**config.mk**
```make
export PLATFORM = sky130hd
export DESIGN_NAME = rom_byte_feeder_flat
export DESIGN_NICKNAME = d
export VERILOG_FILES = /design/src/rtl/rom_byte_feeder_pkg.sv /design/src/rtl/rom_byte_feeder_if.sv /design/src/rtl/rom_byte_feeder_pace_counter.sv /design/src/rtl/rom_byte_feeder.sv /design/src/flat_wrapper.sv
export SDC_FILE = /design/constraint.sdc
export NUM_CORES = 1
export LEC_CHECK = 0
export BUFFER_PORTS_ARGS = -buffer_cell sky130_fd_sc_hd__buf_2
export CORE_UTILIZATION = 57
export CTS_CLUSTER_SIZE = 10
export DETAILED_ROUTE_END_ITERATION = 8
export PLACE_DENSITY_LB_ADDON = 0.05
export SLEW_MARGIN = 20
export SYNTH_ARGS = -nofsm -noshare
export SYNTH_HDL_FRONTEND = slang
export SYNTH_SLANG_ARGS = --single-unit
```
**constraint.sdc**
```tcl
create_clock -name clk_ppu_21_47 -period 3.7 [get_ports clk_ppu_21_47]
set_clock_uncertainty 0.2 [all_clocks]
set_input_delay 0.74 -clock clk_ppu_21_47 [delete_from_list [all_inputs] [get_ports clk_ppu_21_47]]
set_output_delay 0.74 -clock clk_ppu_21_47 [all_outputs]
set_load 0.05 [all_outputs]
```
**src/rtl/rom_byte_feeder_pkg.sv**
```systemverilog
// Shared types and helpers for the ROM byte feeder: FSM state encoding,
// bus widths and the endianness-aware lane selector.
package rom_feeder_pkg;

    localparam int unsigned WORD_W = 32;
    localparam int unsigned BYTE_W = 8;
    localparam int unsigned LANES  = 4;
    localparam int unsigned CSUM_W = 16;

    typedef enum logic [2:0] {
        IDLE      = 3'd0,
        WAIT_WORD = 3'd1,
        EMIT      = 3'd2,
        GAP       = 3'd3,
        TAIL      = 3'd4
    } feeder_state_t;

    // Byte of a ROM word for a given emission lane; lane 0 is the first byte out.
    function automatic logic [BYTE_W-1:0] lane_byte(
        input logic [WORD_W-1:0] word,
        input logic [1:0]        lane,
        input logic              big_endian
    );
        logic [1:0] idx;
        idx = big_endian ? 2'(2'd3 - lane) : lane;
        case (idx)
            2'd0:    lane_byte = word[7:0];
            2'd1:    lane_byte = word[15:8];
            2'd2:    lane_byte = word[23:16];
            default: lane_byte = word[31:24];
        endcase
    endfunction

endpackage

```
**src/rtl/rom_byte_feeder_if.sv**
```systemverilog
// ROM word stream from the bridge-side FIFO into the byte feeder.
interface rom_byte_feeder_if;
    import rom_feeder_pkg::*;

    logic              word_valid;
    logic [WORD_W-1:0] word_data;
    logic              word_ready;

    modport master (output word_valid, output word_data, input  word_ready);
    modport slave  (input  word_valid, input  word_data, output word_ready);

endinterface

```
**src/rtl/rom_byte_feeder_pace_counter.sv**
```systemverilog
// Loadable down-counter used for both the inter-strobe gap and the download tail.
module feeder_pace_counter #(
    parameter int unsigned CNT_W = 5
) (
    input  logic             clk,
    input  logic             rst_n,
    input  logic             load,
    input  logic [CNT_W-1:0] load_val,
    output logic             zero_c,
    output logic             zero_next_c
);

    logic [CNT_W-1:0] cnt;

    // Saturates at zero so an idle counter stays quiet.
    always_ff @(posedge clk or negedge rst_n) begin
        if (!rst_n) begin
            cnt <= '0;
        end else if (load) begin
            cnt <= load_val;
        end else if (cnt != '0) begin
            cnt <= cnt - CNT_W'(1);
        end
    end

    assign zero_c      = (cnt == '0);
    // Lets the owner register a flag that lines up with the cycle the count hits zero.
    assign zero_next_c = load ? (load_val == '0) : (cnt <= CNT_W'(1));

endmodule

```
**src/rtl/rom_byte_feeder.sv**
```systemverilog
// Serialises 32-bit ROM words into the paced ioctl byte stream for GameLoader.
// Optional `ROM_FEEDER_CHECKSUM_EN adds a 16-bit running sum of emitted bytes.
module rom_byte_feeder
    import rom_feeder_pkg::*;
#(
    parameter int unsigned WRITE_GAP   = 8,
    parameter int unsigned TAIL_CYCLES = 16,
    parameter bit          BIG_ENDIAN  = 1'b1,
    parameter int unsigned LEN_W       = 25
) (
    input  logic              clk_ppu_21_47,
    input  logic              reset_n,
    input  logic              start,
    input  logic [LEN_W-1:0]  length,
    rom_byte_feeder_if.slave  word,
    output logic              ioctl_download,
    output logic              ioctl_wr,
    output logic [BYTE_W-1:0] ioctl_dout,
    output logic [LEN_W-1:0]  ioctl_addr,
    output logic              busy,
    output logic              done
`ifdef ROM_FEEDER_CHECKSUM_EN
    ,
    output logic [CSUM_W-1:0] checksum
`endif
);

    // Tail is timed from the last strobe, so TAIL_CYCLES must be >= WRITE_GAP.
    localparam int unsigned PACE_MAX = (TAIL_CYCLES > WRITE_GAP) ? TAIL_CYCLES : WRITE_GAP;
    localparam int unsigned PACE_W   = $clog2(PACE_MAX + 1);
    localparam int unsigned LANE_W   = 3;

    feeder_state_t     state;
    feeder_state_t     state_nxt;
    logic [LEN_W-1:0]  len_q;
    logic [LEN_W-1:0]  count_q;
    logic [LANE_W-1:0] lane_q;
    logic [WORD_W-1:0] word_q;

    logic              begin_session;
    logic              take_word;
    logic              pace_load;
    logic [PACE_W-1:0] pace_val;
    logic              pace_zero;
    logic              pace_zero_next;
    logic [BYTE_W-1:0] emit_byte;

    feeder_pace_counter #(
        .CNT_W (PACE_W)
    ) u_pace (
        .clk         (clk_ppu_21_47),
        .rst_n       (reset_n),
        .load        (pace_load),
        .load_val    (pace_val),
        .zero_c      (pace_zero),
        .zero_next_c (pace_zero_next)
    );

    assign word.word_ready = (state == WAIT_WORD);
    assign take_word       = (state == WAIT_WORD) && word.word_valid;

    // First byte of a freshly accepted word comes straight off the bus.
    assign emit_byte = take_word ? lane_byte(word.word_data, 2'd0, BIG_ENDIAN)
                                 : lane_byte(word_q, lane_q[1:0], BIG_ENDIAN);

    // Next-state and pace-counter control.
    always_comb begin
        state_nxt     = state;
        begin_session = 1'b0;
        pace_load     = 1'b0;
        pace_val      = '0;
        case (state)
            IDLE: begin
                if (start) begin
                    begin_session = 1'b1;
                    if (length == '0) begin
                        state_nxt = TAIL;
                        pace_load = 1'b1;
                        pace_val  = PACE_W'(TAIL_CYCLES);
                    end else begin
                        state_nxt = WAIT_WORD;
                    end
                end
            end
            WAIT_WORD: begin
                if (word.word_valid) begin
                    state_nxt = EMIT;
                end
            end
            EMIT: begin
                state_nxt = GAP;
                pace_load = 1'b1;
                pace_val  = PACE_W'(WRITE_GAP - 2);
            end
            GAP: begin
                if (pace_zero) begin
                    if (count_q == len_q) begin
                        // Part of the tail has already elapsed inside this gap.
                        state_nxt = TAIL;
                        pace_load = 1'b1;
                        pace_val  = PACE_W'(TAIL_CYCLES - WRITE_GAP);
                    end else if (lane_q == LANE_W'(LANES)) begin
                        state_nxt = WAIT_WORD;
                    end else begin
                        state_nxt = EMIT;
                    end
                end
            end
            TAIL: begin
                if (pace_zero) begin
                    state_nxt = IDLE;
                end
            end
            default: begin
                state_nxt = IDLE;
            end
        endcase
    end

    // State, session datapath and registered outputs.
    always_ff @(posedge clk_ppu_21_47 or negedge reset_n) begin
        if (!reset_n) begin
            state          <= IDLE;
            len_q          <= '0;
            count_q        <= '0;
            lane_q         <= '0;
            word_q         <= '0;
            ioctl_download <= 1'b0;
            ioctl_wr       <= 1'b0;
            ioctl_dout     <= '0;
            ioctl_addr     <= '0;
            busy           <= 1'b0;
            done           <= 1'b0;
        end else begin
            state <= state_nxt;
            if (begin_session) begin
                len_q   <= length;
                count_q <= '0;
            end
            if (take_word) begin
                word_q <= word.word_data;
                lane_q <= '0;
            end
            if (state == EMIT) begin
                count_q <= count_q + LEN_W'(1);
                lane_q  <= lane_q + LANE_W'(1);
            end
            ioctl_download <= (state_nxt != IDLE);
            busy           <= (state_nxt != IDLE);
            ioctl_wr       <= (state_nxt == EMIT);
            if (state_nxt == EMIT) begin
                ioctl_dout <= emit_byte;
                ioctl_addr <= count_q;
            end
            // Lands in the final high cycle of ioctl_download.
            done <= (state_nxt == TAIL) && pace_zero_next;
        end
    end

`ifdef ROM_FEEDER_CHECKSUM_EN
    // Wrapping sum of emitted bytes; the strobed byte is folded in as the strobe ends.
    always_ff @(posedge clk_ppu_21_47 or negedge reset_n) begin
        if (!reset_n) begin
            checksum <= '0;
        end else if (begin_session) begin
            checksum <= '0;
        end else if (state == EMIT) begin
            checksum <= checksum + CSUM_W'(ioctl_dout);
        end
    end
`endif

endmodule
```
**src/flat_wrapper.sv**
```systemverilog
// flat-port wrapper written by rule: the top's interface ports become plain ports
module rom_byte_feeder_flat import rom_feeder_pkg::*;
#(
    parameter int unsigned WRITE_GAP   = 8,
    parameter int unsigned TAIL_CYCLES = 16,
    parameter bit          BIG_ENDIAN  = 1'b1,
    parameter int unsigned LEN_W       = 25
)
  (clk_ppu_21_47, reset_n, start, length, ioctl_download, ioctl_wr, ioctl_dout, ioctl_addr, busy, done, word_word_valid, word_word_data, word_word_ready);
  rom_byte_feeder_if word_i ();
  input  logic clk_ppu_21_47;
  input  logic reset_n;
  input  logic start;
  input  logic [LEN_W-1:0] length;
  output logic ioctl_download;
  output logic ioctl_wr;
  output logic [BYTE_W-1:0] ioctl_dout;
  output logic [LEN_W-1:0] ioctl_addr;
  output logic busy;
  output logic done;
  input wire logic [$bits(word_i.word_valid)-1:0] word_word_valid;
  input wire logic [$bits(word_i.word_data)-1:0] word_word_data;
  output wire logic [$bits(word_i.word_ready)-1:0] word_word_ready;
  assign word_i.word_valid = word_word_valid;
  assign word_i.word_data = word_word_data;
  assign word_word_ready = word_i.word_ready;
  rom_byte_feeder #(.WRITE_GAP(WRITE_GAP), .TAIL_CYCLES(TAIL_CYCLES), .BIG_ENDIAN(BIG_ENDIAN), .LEN_W(LEN_W)) u_core (.clk_ppu_21_47(clk_ppu_21_47), .reset_n(reset_n), .start(start), .length(length), .word(word_i), .ioctl_download(ioctl_download), .ioctl_wr(ioctl_wr), .ioctl_dout(ioctl_dout), .ioctl_addr(ioctl_addr), .busy(busy), .done(done));
endmodule
```
Yosys cells after proc, flatten, opt, wreduce, memory -nomap -nowiden --
Cells that the tools add are included.
Cells by class: $add $sub $neg 4, $lt $le $gt $ge 1, equal/unequal tests 10, mux-type cells 29, reduce and logical (&&, ||, !) cells 12
Operators by type and width (number):
- $mux W25 | 2
- $add A25 B1 Y25 const B | 1
- $eq A25 B25 Y1 | 1
- $logic_not A25 Y1 | 1
- $mux W5 | 5
- $mux W3 | 8
- $pmux W8 S3 | 1
- $pmux W3 S5 | 1
- $pmux W5 S3 | 1
- $logic_not A5 Y1 | 2
- $eq A3 B2 Y1 const B | 3
- $eq A3 B3 Y1 const B | 3
- $mux W8 | 1
- $mux W1 | 7
- $reduce_bool A2 Y1 | 3
- $le A5 B1 Y1 const B | 1
- $reduce_bool A5 Y1 | 1
- $sub A5 B1 Y5 const B | 1
- $mux W4 | 1
- $add A3 B1 Y3 const B | 1
- $eq A3 B1 Y1 const B | 1
- $logic_not A3 Y1 | 1
- $pmux W1 S3 | 1
- $reduce_bool A3 Y1 | 1
- other kinds (6) | 7
Word-level totals: register bits 129, bits of input ports 61, logic and storage cells 67

Depth between registers and ports, before layout --
Gate-level depths: netlist of the first run.
depth in word-level cells 7, mapped depth 11

Hierarchy --
Synthesis of the first run repeated with hierarchy kept, for this count alone.
Second synthesis, totals: cells, all modules 563, area, all modules 5988.2 sq um
Modules (own cells, without submodules):
- rom_byte_feeder | times used 1, cells an instance 529, area an instance 5664.2 sq um
- feeder_pace_counter | times used 1, cells an instance 34, area an instance 324.1 sq um

Worst setup path before layout of the first run --
No wires, ideal clock.
path kind reg-to-reg, start point register u_core.count_q[13], end point register u_core.ioctl_addr[12], arrival 2.282 ns, data required time 3.375 ns, path slack 1.093 ns, cell stages (with the launch flop) 11, buffers on the path 3, clock period less this slack 2.607 ns, cells stage by stage dfrtp_1 > buf_6 > xor2_1 > nor4_1 > nand4_1 > or3_1 > a31o_1 > nand2b_4 > buf_6 > buf_12 > mux2_4
Between the ends: word-level cells in the longest chain between the ends 5
RTL lines:
- start: declaration | line rom_byte_feeder.sv:36 | logic [LEN_W-1:0] count_q;
- start signal: assignment | line rom_byte_feeder.sv:145 | count_q <= count_q + LEN_W'(1);
- $eq A25 B25 Y1 | line rom_byte_feeder.sv:97 | if (count_q == len_q) begin
- $mux W3 | line rom_byte_feeder.sv:97
- $mux W3 | line rom_byte_feeder.sv:96 | if (pace_zero) begin
- $pmux W3 S5 | line rom_byte_feeder.sv:72 | case (state)
- named net u_core.state_nxt[0] | line rom_byte_feeder.sv:34 | feeder_state_t state_nxt;
- $eq A3 B2 Y1 | line rom_byte_feeder.sv:151 | if (state_nxt == EMIT) begin
- end signal: assignment | line rom_byte_feeder.sv:153 | ioctl_addr <= count_q;
- end: declaration | line rom_byte_feeder.sv:19 | output logic [LEN_W-1:0] ioctl_addr,
The timed path passes the listed nets, and every way through them passes these cells. A chain may end at the register's enable or synchronous reset.

Final worst setup path of the first run --
start point register u_core.u_pace.cnt[0], end point register u_core.ioctl_addr[0]
Between the ends: word-level cells in the longest chain between the ends 4, elaborated cells on any way between the ends 5
RTL lines:
- start: declaration | line rom_byte_feeder_pace_counter.sv:13 | logic [CNT_W-1:0] cnt;
- start signal: assignment | line rom_byte_feeder_pace_counter.sv:20 | cnt <= load_val;
- start signal: assignment | line rom_byte_feeder_pace_counter.sv:22 | cnt <= cnt - CNT_W'(1);
- $logic_not A5 Y1 (*) | line rom_byte_feeder_pace_counter.sv:26 | assign zero_c = (cnt == '0);
- $mux W3, on equally long branches | line rom_byte_feeder.sv:110, rom_byte_feeder.sv:96
- $pmux W3 S5 (*) | line rom_byte_feeder.sv:72
- named net u_core.state_nxt[0] | line rom_byte_feeder.sv:34
- $eq A3 B2 Y1 (*) | line rom_byte_feeder.sv:151
The timed path passes the listed nets; every way through them passes the cells marked *.

==> results of run 1 <==
-- state kept, by name (all words and copies together) (netlist names) --
name	flops
u_core.word_q	32
u_core.count_q	25
u_core.ioctl_addr	25
u_core.len_q	25
u_core.ioctl_dout	8
u_core.u_pace.cnt	5
u_core.lane_q	3
u_core.state	3
u_core.done	1
u_core.ioctl_download	1
u_core.ioctl_wr	1
-- power breakdown --
part           total, mW  internal (mW)  leakage (nW)  switching [mW]
clock               1.56          0.971         0.265           0.589
combinational       1.75          0.677          1.79            1.07
sequential          2.20           1.84          1.65           0.355
total               5.50           3.49          3.71            2.02
-- per-layer routing --
layer	routed length (um)	up-vias	global-route usage, %
li1	-	2141	-
met1	6270	2166	37.0
met2	6130	130	38.9
met3	637	9	4.82
met4	111	0	8.85
met5	0	-	0
-- worst paths after layout --
kind                                                  startpoint                               end  slack (ns)  depth (start not counted)
worst min register to register     u_core.word_q[24]$_DFFE_PN0P_     u_core.word_q[24]$_DFFE_PN0P_        0.28                          2
min in group clk_ppu_21_47                    word_word_data[19]     u_core.word_q[19]$_DFFE_PN0P_        0.22                          3
worst max-delay path            u_core.u_pace.cnt[0]$_DFFE_PN0P_  u_core.ioctl_addr[0]$_DFFE_PN0N_        0.52                          9
worst min-delay path                                     reset_n  u_core.ioctl_dout[0]$_DFFE_PN0N_        0.06                          1
max in group asynchronous                                reset_n     u_core.word_q[30]$_DFFE_PN0P_        2.44                          2
worst max register to register  u_core.u_pace.cnt[0]$_DFFE_PN0P_  u_core.ioctl_addr[0]$_DFFE_PN0N_        0.52                          9
-- worst max-delay path: cells and delay by family, from the launching register on --
kind,cells,cell delay (ns)
compound gates,3,0.53
buf+inv,1,0.13
fa+ha+maj,1,0.21
simple gates,3,1.12
mux,1,0.43
flops,1,0.40
-- cell usage in the layout, fill, tap and decap left out, types with 3 or more instances in the layout --
| cell type | n |
|---|---|
| clkbuf_16 | 16 |
| dfrtp_1 | 129 |
| o21ai_0 | 32 |
| mux2_2 | 29 |
| clkbuf_1 | 4 |
| buf_2 | 97 |
| mux2_4 | 29 |
| xnor2_1 | 8 |
| a222oi_1 | 8 |
| nand2_1 | 133 |
| nand4_1 | 7 |
| ha_1 | 9 |
| mux2i_1 | 9 |
| clkinvlp_4 | 3 |
| nor3_1 | 7 |
| a21oi_1 | 15 |
| nor2_1 | 24 |
| and3_1 | 5 |
| inv_1 | 8 |
| nand3_1 | 20 |
| xor2_1 | 23 |
| buf_4 | 5 |
| o31ai_1 | 5 |
| clkinv_2 | 4 |
| nor4_1 | 11 |
-- area by class of cell --
cell class	instances	area [um2]
flip-flops and latches	129	3230
fillers	819	3150
multi-input cells	396	2650
repair buffers	103	543
clock buffers	22	443
well taps	136	170
clock inverters	10	111
inverters	8	30.0
-- cells by family (layout without fill, tap and decap cells) --
| group | Yosys count | in the layout | share of synthesized area [%] |
|---|---|---|---|
| flops | 129 | 129 | 53.0 |
| fa+ha+maj | 9 | 9 | 1.85 |
| mux | 67 | 67 | 14.0 |
| buf+inv | 37 | 143 | 3.68 |
| compound gates | 65 | 65 | 6.45 |
| xor+xnor | 31 | 31 | 4.46 |
| simple gates | 224 | 224 | 16.6 |
-- per-stage QoR --
stage	hold WS, ns	utilization (%)	setup slack [ns]	cells	total power, mW
after CTS	0.0659	69.5	0.517	804	5.55
final	0.0616	69.5	0.524	804	5.50
after global routing	0.109	69.5	0.263	804	5.81
after detailed placement	0.264	64.1	0.334	772	3.96
after floorplan	0.244	-	1.09	562	3.53
after global placement	0.259	64.1	0.478	772	3.90
==> results.md, run 1 <==
- Initial antenna violation count: 0
- Total global routing overflow: 0
- I/O pins: 99
- Count leader, synth: nand2_1
- VDD IR max: 0.366 mV
- Fin. Hold Viols: 0
- Die W: 105 um
- Root buf cell: clkbuf_8
- Pwr per Cell Area: 768 nW/um2
- Asr flop ratio synth: 100%
- Maximum root-to-sink buffer count: 2
- Avg Vias per Cell: 5.53
- Placed cell area: 6620 um2
- H-tree Lvls: 4
- GP Congestion: 0.834
- Starting Density: 59.0%
- Setup CP Type: reg -> reg
- Die area: 11100 um2
- Worst-skew pair later-pin latency: 0.51 ns
- Top post-synthesis cells by area: dfrtp_1 53%, nand2_1 8.2%, mux2_4 7.1%, mux2_2 5.4%, xor2_1 3.3%
- Crit-path max FO: 34
- Post-cts hold buffer count: 0
- CP Data Required Time: 3.89 ns
- Die Y: 105 um
- Post-synth top flop: dfrtp_1
- Register bit total from synthesis: 129
- Register area share after synthesis: 53.0%
- Distinct cells, synth: 42
- Status: finished clean
- Antenna cells: 0
- Clk sinks: 129
- Commonest cells in the netlist: 133 x nand2_1, 129 x dfrtp_1, 32 x o21ai_0
- Final Setup Violations: 0
- RSZ-0062 raised after global routing: false
- Synth area leader: dfrtp_1
- LEAKAGE: 3.71 nW
- Drc violations: 0
- Post-CTS setup repair buffer count: 0
- DR iter-0 viols: 184
- Slowest CP cell: nor4b_2
- Area growth from synthesis to layout: 17.7%
- Relative max-transition margin: 32.8%
- EDFF count, synth: 0
- Setup TNS Final: 0 ns
- Syn nets: 632
- Post-route cell area: 7170 um2
- Worst Tran Pin Value: 1.01 ns
- Crit-path max cell delay: 0.55 ns
- Max Slew Vio Count: 0
- Core area: 10300 um2
- Cells along the critical path: inv_1, ha_1, nor4b_2, nand2_1, a21oi_1, o22ai_1, a31o_1, nand2b_4, mux2_4
- First-pass GRT wire length: 21700 um
- Nets@finish: 725
- Max-capacitance violation count: 0
- Largest net degree at the start of global routing: 55
- Syn_area_per_cell: 10.8 um2
- Synth Warn #: 0
- Min-delay worst type: in -> async
- PortBufs: 98
- Clk slew on worst S/H paths: 0.06 ns
- Detail Placement HPWL: 9110 um
- Final WL: 13100 um
- Post-route ant nets: 0
- Vias in the first global route: 4309
- Tcrit/Tclk final: 85.8%
- Vias: 4446
- Share of layout cells above drive strength 1: 29.3%
- Startpoint types: flop
- Mapped Cells: 562
- Area share of the largest cell type after synthesis: 53.0%
- Drt wl/cell: 16.4 um
- FMAX: 0.315 GHz
- Total GRT Usage: 25.6%
- Tmin final: 3.18 ns
- CP endpoint kind: flop
- Cell Area, Synth: 6090 um2
- DRT Pass-1 Iters: 7
- Clock buffer count from CTS: 17
- Cts repair resizes: 0
- Worst EP arrival: 3.37 ns
- CTS tree: built
- Num rows: 37
(Power assumes the default switching activity.)
==> run 2, diff against run 1 <==
- ABC_AREA: default -> 1
- CORE_ASPECT_RATIO: default -> 1.5
==> run 2 against run 1 <==
Net effect:
- clock power is 12% higher
- utilization is 1.3 points higher
- fmax is 22% higher
- synthesized area is 3.6% higher
- hold slack better by 0.088 ns
- synthesized cell count is 44% higher
- worst setup slack better by 0.57 ns
- clock-buffer cell count is 1 higher
==> results.md, run 2 <==
- Avg Vias per Cell: 5.46
- Drc violations: 0
- PortBufs: 98
- Root buf cell: clkbuf_16
- Drt wl/cell: 15.8 um
- Num rows: 46
- Share of power burned in registers: 34.4%
- Reg2reg start: u_core.count_q[2]$_DFFE_PN0P_
- NetSw: 2.90 mW
- Synth area leader: dfrtp_1
- Worst-skew pair later-pin latency: 0.42 ns
- Detail Placement HPWL: 11900 um
- CP endpoint kind: flop
- Area share of the largest cell type after synthesis: 51.1%
- Vias in the first global route: 5811
- LEAKAGE: 4.07 nW
- Clock buffer count from CTS: 17
- Tmin final: 2.61 ns
- P_int: 3.81 mW
- Clock share of power: 26.1%
- H-tree Lvls: 4
- Status: finished clean
- Post-CTS setup repair buffer count: 0
- Die W: 87.9 um
- Crit-path max cell delay: 0.72 ns
- Top Family by Delay on Critical Path: simple AND/OR/NAND/NOR gates
- Pwr per Cell Area: 890 nW/um2
- Max-capacitance violation count: 0
- Max FFs per register: 32
- Placed cell area: 6910 um2
- Setup TNS Final: 0 ns
- Post-synth top flop: dfrtp_1
- Final WL: 16800 um
- Mapped Cells: 812
- Count leader, synth: nand2_1
- Gate power share: 39.6%
- Largest net degree at the start of global routing: 55
- Fin. Hold Viols: 0
- Placed cell count: 1030
- Slack of the critical path: 1.09 ns
- WP buf/inv: 0
- Core area: 10600 um2
- Slowest CP cell: nor4_1
- Clk slew on worst S/H paths: 0.05 ns
- Antenna cells: 0
- CP Data Required Time: 3.84 ns
- FILL cells: 884
- Tcrit/Tclk final: 70.5%
- Worst Tran Pin Value: 0.907 ns
- Initial antenna violation count: 0
- Die Y: 131 um
- Asr flop ratio synth: 100%
- DR iter-0 viols: 352
- Area growth from synthesis to layout: 19.4%
- Share of layout cells above drive strength 1: 16.6%
- Nets@finish: 975
- Final Total Pwr: 6.71 mW
- Switching Fraction: 43.2%
- Die area: 11500 um2
- Cts repair resizes: 0
- Min-delay worst type: in -> async
- FMAX: 0.384 GHz
- Relative max-transition margin: 39.0%
- Total GRT Usage: 31.6%
- Register bit total from synthesis: 129
- Most common cell after layout, fill and taps aside: nand2_1
- Storage cell area: 3230 um2
- GP Congestion: 0.881
- Cells along the critical path: nand3_1, nor4_1, nand3_1, nor2_1, nand2_1, nor3_1, a21oi_1, nor2_1
- Post-route cell area: 7530 um2
- Register area share after synthesis: 51.1%
- Top post-synthesis cells by area: dfrtp_1 51%, nand2_1 19%, nand3_1 5.2%, o21ai_0 4.3%, inv_1 3.9%
- Syn nets: 882
- Max Slew Vio Count: 0
- Distinct cells, synth: 33
- Clk sinks: 129
- VDD IR max: 0.517 mV
- CTS tree: built
- First-pass GRT wire length: 27000 um
- Syn_area_per_cell: 7.77 um2
- Layout Cells excl Fill: 1062
- Post-route ant nets: 0
- EDFF count, synth: 0
- Post-cts hold buffer count: 0
- Vias: 5794
- Largest Register: u_core.word_q
- Place WS: 0.858 ns
- RSZ-0062 raised after global routing: false
- Startpoint types: flop
- Total global routing overflow: 0
- Final Setup Violations: 0
- Worst EP arrival: 2.75 ns
- Crit path launch: u_core.count_q[2]$_DFFE_PN0P_
- Setup CP Type: reg -> reg
- Multi-input logic area: 2650 um2
- DRT Pass-1 Iters: 6
- Synth Warn #: 0
- I/O pins: 99
- Starting Density: 59.3%
- Cell Area, Synth: 6310 um2
- Commonest non-fill, non-tap cells in the layout: 320 x nand2_1, 129 x dfrtp_1, 97 x buf_2, 66 x inv_1, 66 x nand3_1
- Crit-path max FO: 6
- Commonest cells in the netlist: 320 x nand2_1, 129 x dfrtp_1, 66 x inv_1, 66 x nand3_1, 54 x o21ai_0
- Maximum root-to-sink buffer count: 2
[run 2: cell types whose count changed after synthesis, sizes merged, moves of 5 or more]
cell / before / now
nor2: 24 / 48
and3: 6 / 0
nand3: 20 / 67
mux2: 58 / 0
xor2: 23 / 12
o21ai: 32 / 54
nand2: 134 / 322
mux2i: 9 / 4
nor4: 11 / 6
inv: 8 / 73
a222oi: 8 / 0
a21oi: 15 / 22
[run 2: routing by layer]
metal / track usage (%) / up-vias / wire (um)
li1: - / 2760 / -
met1: 32.2 / 2698 / 6140
met2: 56.5 / 261 / 8740
met3: 7.22 / 75 / 924
met4: 21.7 / 0 / 951
met5: 0 / - / 0
[run 2: stage by stage]
stage,hold WS [ns],utilization [%]
5_1_grt,0.191,70.8
6_report,0.150,70.8
2_1_floorplan,0.237,-
4_1_cts,0.163,70.8
3_5_place_dp,0.254,64.9
3_3_place_gp,0.249,64.9
[run 2: cell families (layout without fill, tap and decap cells)]
kind of cell	after synthesis	in the layout	share of synthesized area, %
fa+ha+maj	9	9	1.78
mux	4	4	0.634
compound gates	90	90	7.77
xor+xnor	17	17	2.36
flops	129	129	51.1
buf+inv	106	212	6.92
simple gates	457	457	29.4
[run 2: final timing paths]
check	endpoint	slack [ns]	cells after the start
min in group clk_ppu_21_47	u_core.ioctl_addr[21]$_DFFE_PN0N_	0.26	2
min reg2reg	u_core.ioctl_addr[21]$_DFFE_PN0N_	0.26	2
max reg2reg	u_core.count_q[21]$_DFFE_PN0P_	1.09	8
max	u_core.count_q[21]$_DFFE_PN0P_	1.09	8
max in group asynchronous	u_core.word_q[30]$_DFFE_PN0P_	2.32	2
min	u_core.len_q[23]$_DFFE_PN0P_	0.15	1
[run 2: final cells by class]
| cell class | instances | share of cell area (%) |
|---|---|---|
| repair buffers | 107 | 7.61 |
| clock inverters | 9 | 1.69 |
| inverters | 73 | 3.64 |
| clock buffers | 23 | 6.61 |
| flip-flops and latches | 129 | 42.8 |
| well taps | 144 | 2.39 |
| multi-input cells | 577 | 35.2 |
[run 2: power by group through the flow]
| stage | Clock (mW) | Combinational (mW) | Sequential [mW] |
|---|---|---|---|
| after detailed placement | 0 | 2.65 | 2.30 |
| after global placement | 0 | 2.56 | 2.29 |
| after floorplan | 0 | 1.69 | 2.54 |
| after global routing | 1.84 | 2.97 | 2.36 |
| after CTS | 1.77 | 2.67 | 2.29 |
| final | 1.75 | 2.65 | 2.30 |
==> run 3, diff against run 2 <==
- ABC_AREA: 1 -> 0
- CORE_UTILIZATION: 57 -> 51
- clock period: 3.7 -> 2.1 ns (I/O delays scaled with it)
==> run 3 against run 2 <==
Net effect:
- the flow now finishes with violations (setup timing)
- sequential share of layout area down 4.8 points
- first-iteration DRC count down 32%
- power up 68%
- combinational power up 50%
- sequential power up 65%
- via count down 14%
- clock power up 98%
- register-to-register slack worse by 1.7 ns
- final cell count down 12%
- critical path type unchanged
==> results.md, run 3 (synthesis gave the netlist of run 1 again) <==
- Fin. Hold Viols: 0
- Setup CP Type: reg -> reg
- Final core utilization: 73.2%
- Detail Placement HPWL: 11100 um
- Total GRT Usage: 27.1%
- Tcrit/Tclk final: 128%
- Clk slew on worst S/H paths: 0.06 ns
- Die W: 91.2 um
- Share of layout cells above drive strength 1: 40.8%
- Root buf cell: clkbuf_16
- Largest net degree at the start of global routing: 44
- First-pass GRT wire length: 25600 um
- Core area: 11600 um2
- Max FFs per register: 32
- Clk sinks: 129
- Final WL: 15700 um
- Drt wl/cell: 16.8 um
- FMAX: 0.371 GHz
- VDD IR max: 0.731 mV
- Max-capacitance violation count: 0
- Vias: 4969
- Startpoint types: flop
- Post-route ant nets: 0
- Num rows: 48
- Final Setup Violations: 41
- Min-delay worst type: in -> reg
- Commonest non-fill, non-tap cells in the layout: 132 x nand2_1, 128 x dfrtp_1, 96 x buf_2, 95 x buf_4, 32 x o21ai_0
- LEAKAGE: 4.39 nW
- Max Slew Vio Count: 0
- Initial antenna violation count: 0
- Die area: 12400 um2
- Worst Tran Pin Value: 0.550 ns
- Worst EP arrival: 2.79 ns
- Pwr per Cell Area: 1320 nW/um2
- Status: complete, but fails checks
- Relative max-transition margin: 63.4%
- H-tree Lvls: 4
- Vias in the first global route: 5283
- Avg Vias per Cell: 5.31
- Area growth from synthesis to layout: 39.3%
- RSZ-0062 raised after global routing: true
- CTS tree: built
- Placed cell count: 883
- DRT Pass-1 Iters: 5
- Tmin final: 2.70 ns
- Clock buffer count from CTS: 17
- DR iter-0 viols: 241
- Die Y: 136 um
- PortBufs: 98
- Nets@finish: 842
- Slack of the critical path: -0.595 ns
- Most common cell after layout, fill and taps aside: nand2_1
- Total global routing overflow: 0
- GP Congestion: 0.832
- GR Util met2: 52.1%
- Drc violations: 0
- CP Data Required Time: 2.19 ns
- I/O pins: 99
- Worst-skew pair later-pin latency: 0.41 ns
- Largest Register: u_core.word_q
- CP endpoint kind: flop
- Layout Cells excl Fill: 935
- Crit-path max FO: 22
- Met3 Use GR: 6.15%
- Antenna cells: 0
- Starting Density: 52.6%
- GR peak layer: met2
- Failing checks: setup timing
- Minimum setup slack among reg-to-reg paths: -0.60 ns
- Maximum root-to-sink buffer count: 2
- Met1 usage: 27.9%
run 3: cell count changes in the layout (fill, tap and decap cells not counted), sizes merged, moves of 24 or more:
| cell | previous run | this run |
|---|---|---|
| nand3 | 67 | 20 |
| nor2 | 48 | 24 |
| mux2 | 0 | 58 |
| nand2 | 322 | 134 |
| inv | 73 | 9 |
| buf | 107 | 202 |
run 3: worst paths after layout:
path | cells after the start | to | startpoint
min in group asynchronous | 2 | u_core.len_q[20]$_DFFE_PN0P_ | reset_n
setup reg to reg | 9 | u_core.ioctl_addr[24]$_DFFE_PN0N_ | u_core.count_q[22]$_DFFE_PN0P_
max in group asynchronous | 3 | u_core.ioctl_dout[2]$_DFFE_PN0N_ | reset_n
setup / recovery | 9 | u_core.ioctl_addr[24]$_DFFE_PN0N_ | u_core.count_q[22]$_DFFE_PN0P_
hold reg to reg | 2 | u_core.word_q[17]$_DFFE_PN0P_ | u_core.word_q[17]$_DFFE_PN0P_
hold / removal | 3 | u_core.word_q[13]$_DFFE_PN0P_ | word_word_data[13]
run 3: area by class of cell:
| type | count | area (um2) |
|---|---|---|
| Clock buffer | 19 | 443 |
| Clock inverter | 13 | 255 |
| Fill cell | 822 | 3100 |
| Inverter | 8 | 30.0 |
| Multi-Input combinational cell | 396 | 2790 |
| Sequential cell | 129 | 3230 |
| Tap cell | 150 | 188 |
| Timing Repair Buffer | 220 | 1550 |
run 3: what timing repair did:
action                     CTS  global route
setup endpoints to repair   46            53
hold endpoints to repair    48             1
pin swaps                    0             4
resized for setup            9            24
hold buffers                17             1
buffers inserted             1             1
run 3: stage by stage:
step / instance area (um2) / setup TNS (ns) / worst slack (ns) / total power [mW] / hold slack, ns
floorplan: 6110 / -13.28 / -0.406 / 6.23 / -0.0756
CTS: 8360 / -22.05 / -0.608 / 11.3 / 0.000426
global placement: 7440 / -23.64 / -0.636 / 7.52 / 0.229
detailed placement: 7440 / -24.48 / -0.668 / 7.66 / 0.226
global route: 8490 / -25.64 / -0.694 / 11.8 / 0.0131
finish: 8490 / -21.57 / -0.595 / 11.2 / 0.00692
run 3: layer usage:
metal / share of wire [%] / wire length, um
met1: 37 / 5790
met2: 57 / 9050
met3: 2.8 / 441
met4: 2.9 / 451
met5: 0 / 0
run 3: power by group:
group	total, mW	leakage, nW	internal, mW	switching [mW]
logic	3.97	2.41	1.66	2.31
clock network	3.47	0.330	2.38	1.09
registers	3.80	1.65	3.27	0.530
total	11.2	4.39	7.31	3.93
run 3: worst max-delay path, stage by stage, from the launching register on:
cell and delay [ns]:
dfrtp_1 0.39, xor2_1 0.17, nor4_2 0.29, buf_4 0.15, nand4_1 0.11, or3_4 0.36
a31o_1 0.23, nand2b_4 0.17, buf_12 0.18, mux2_4 0.31
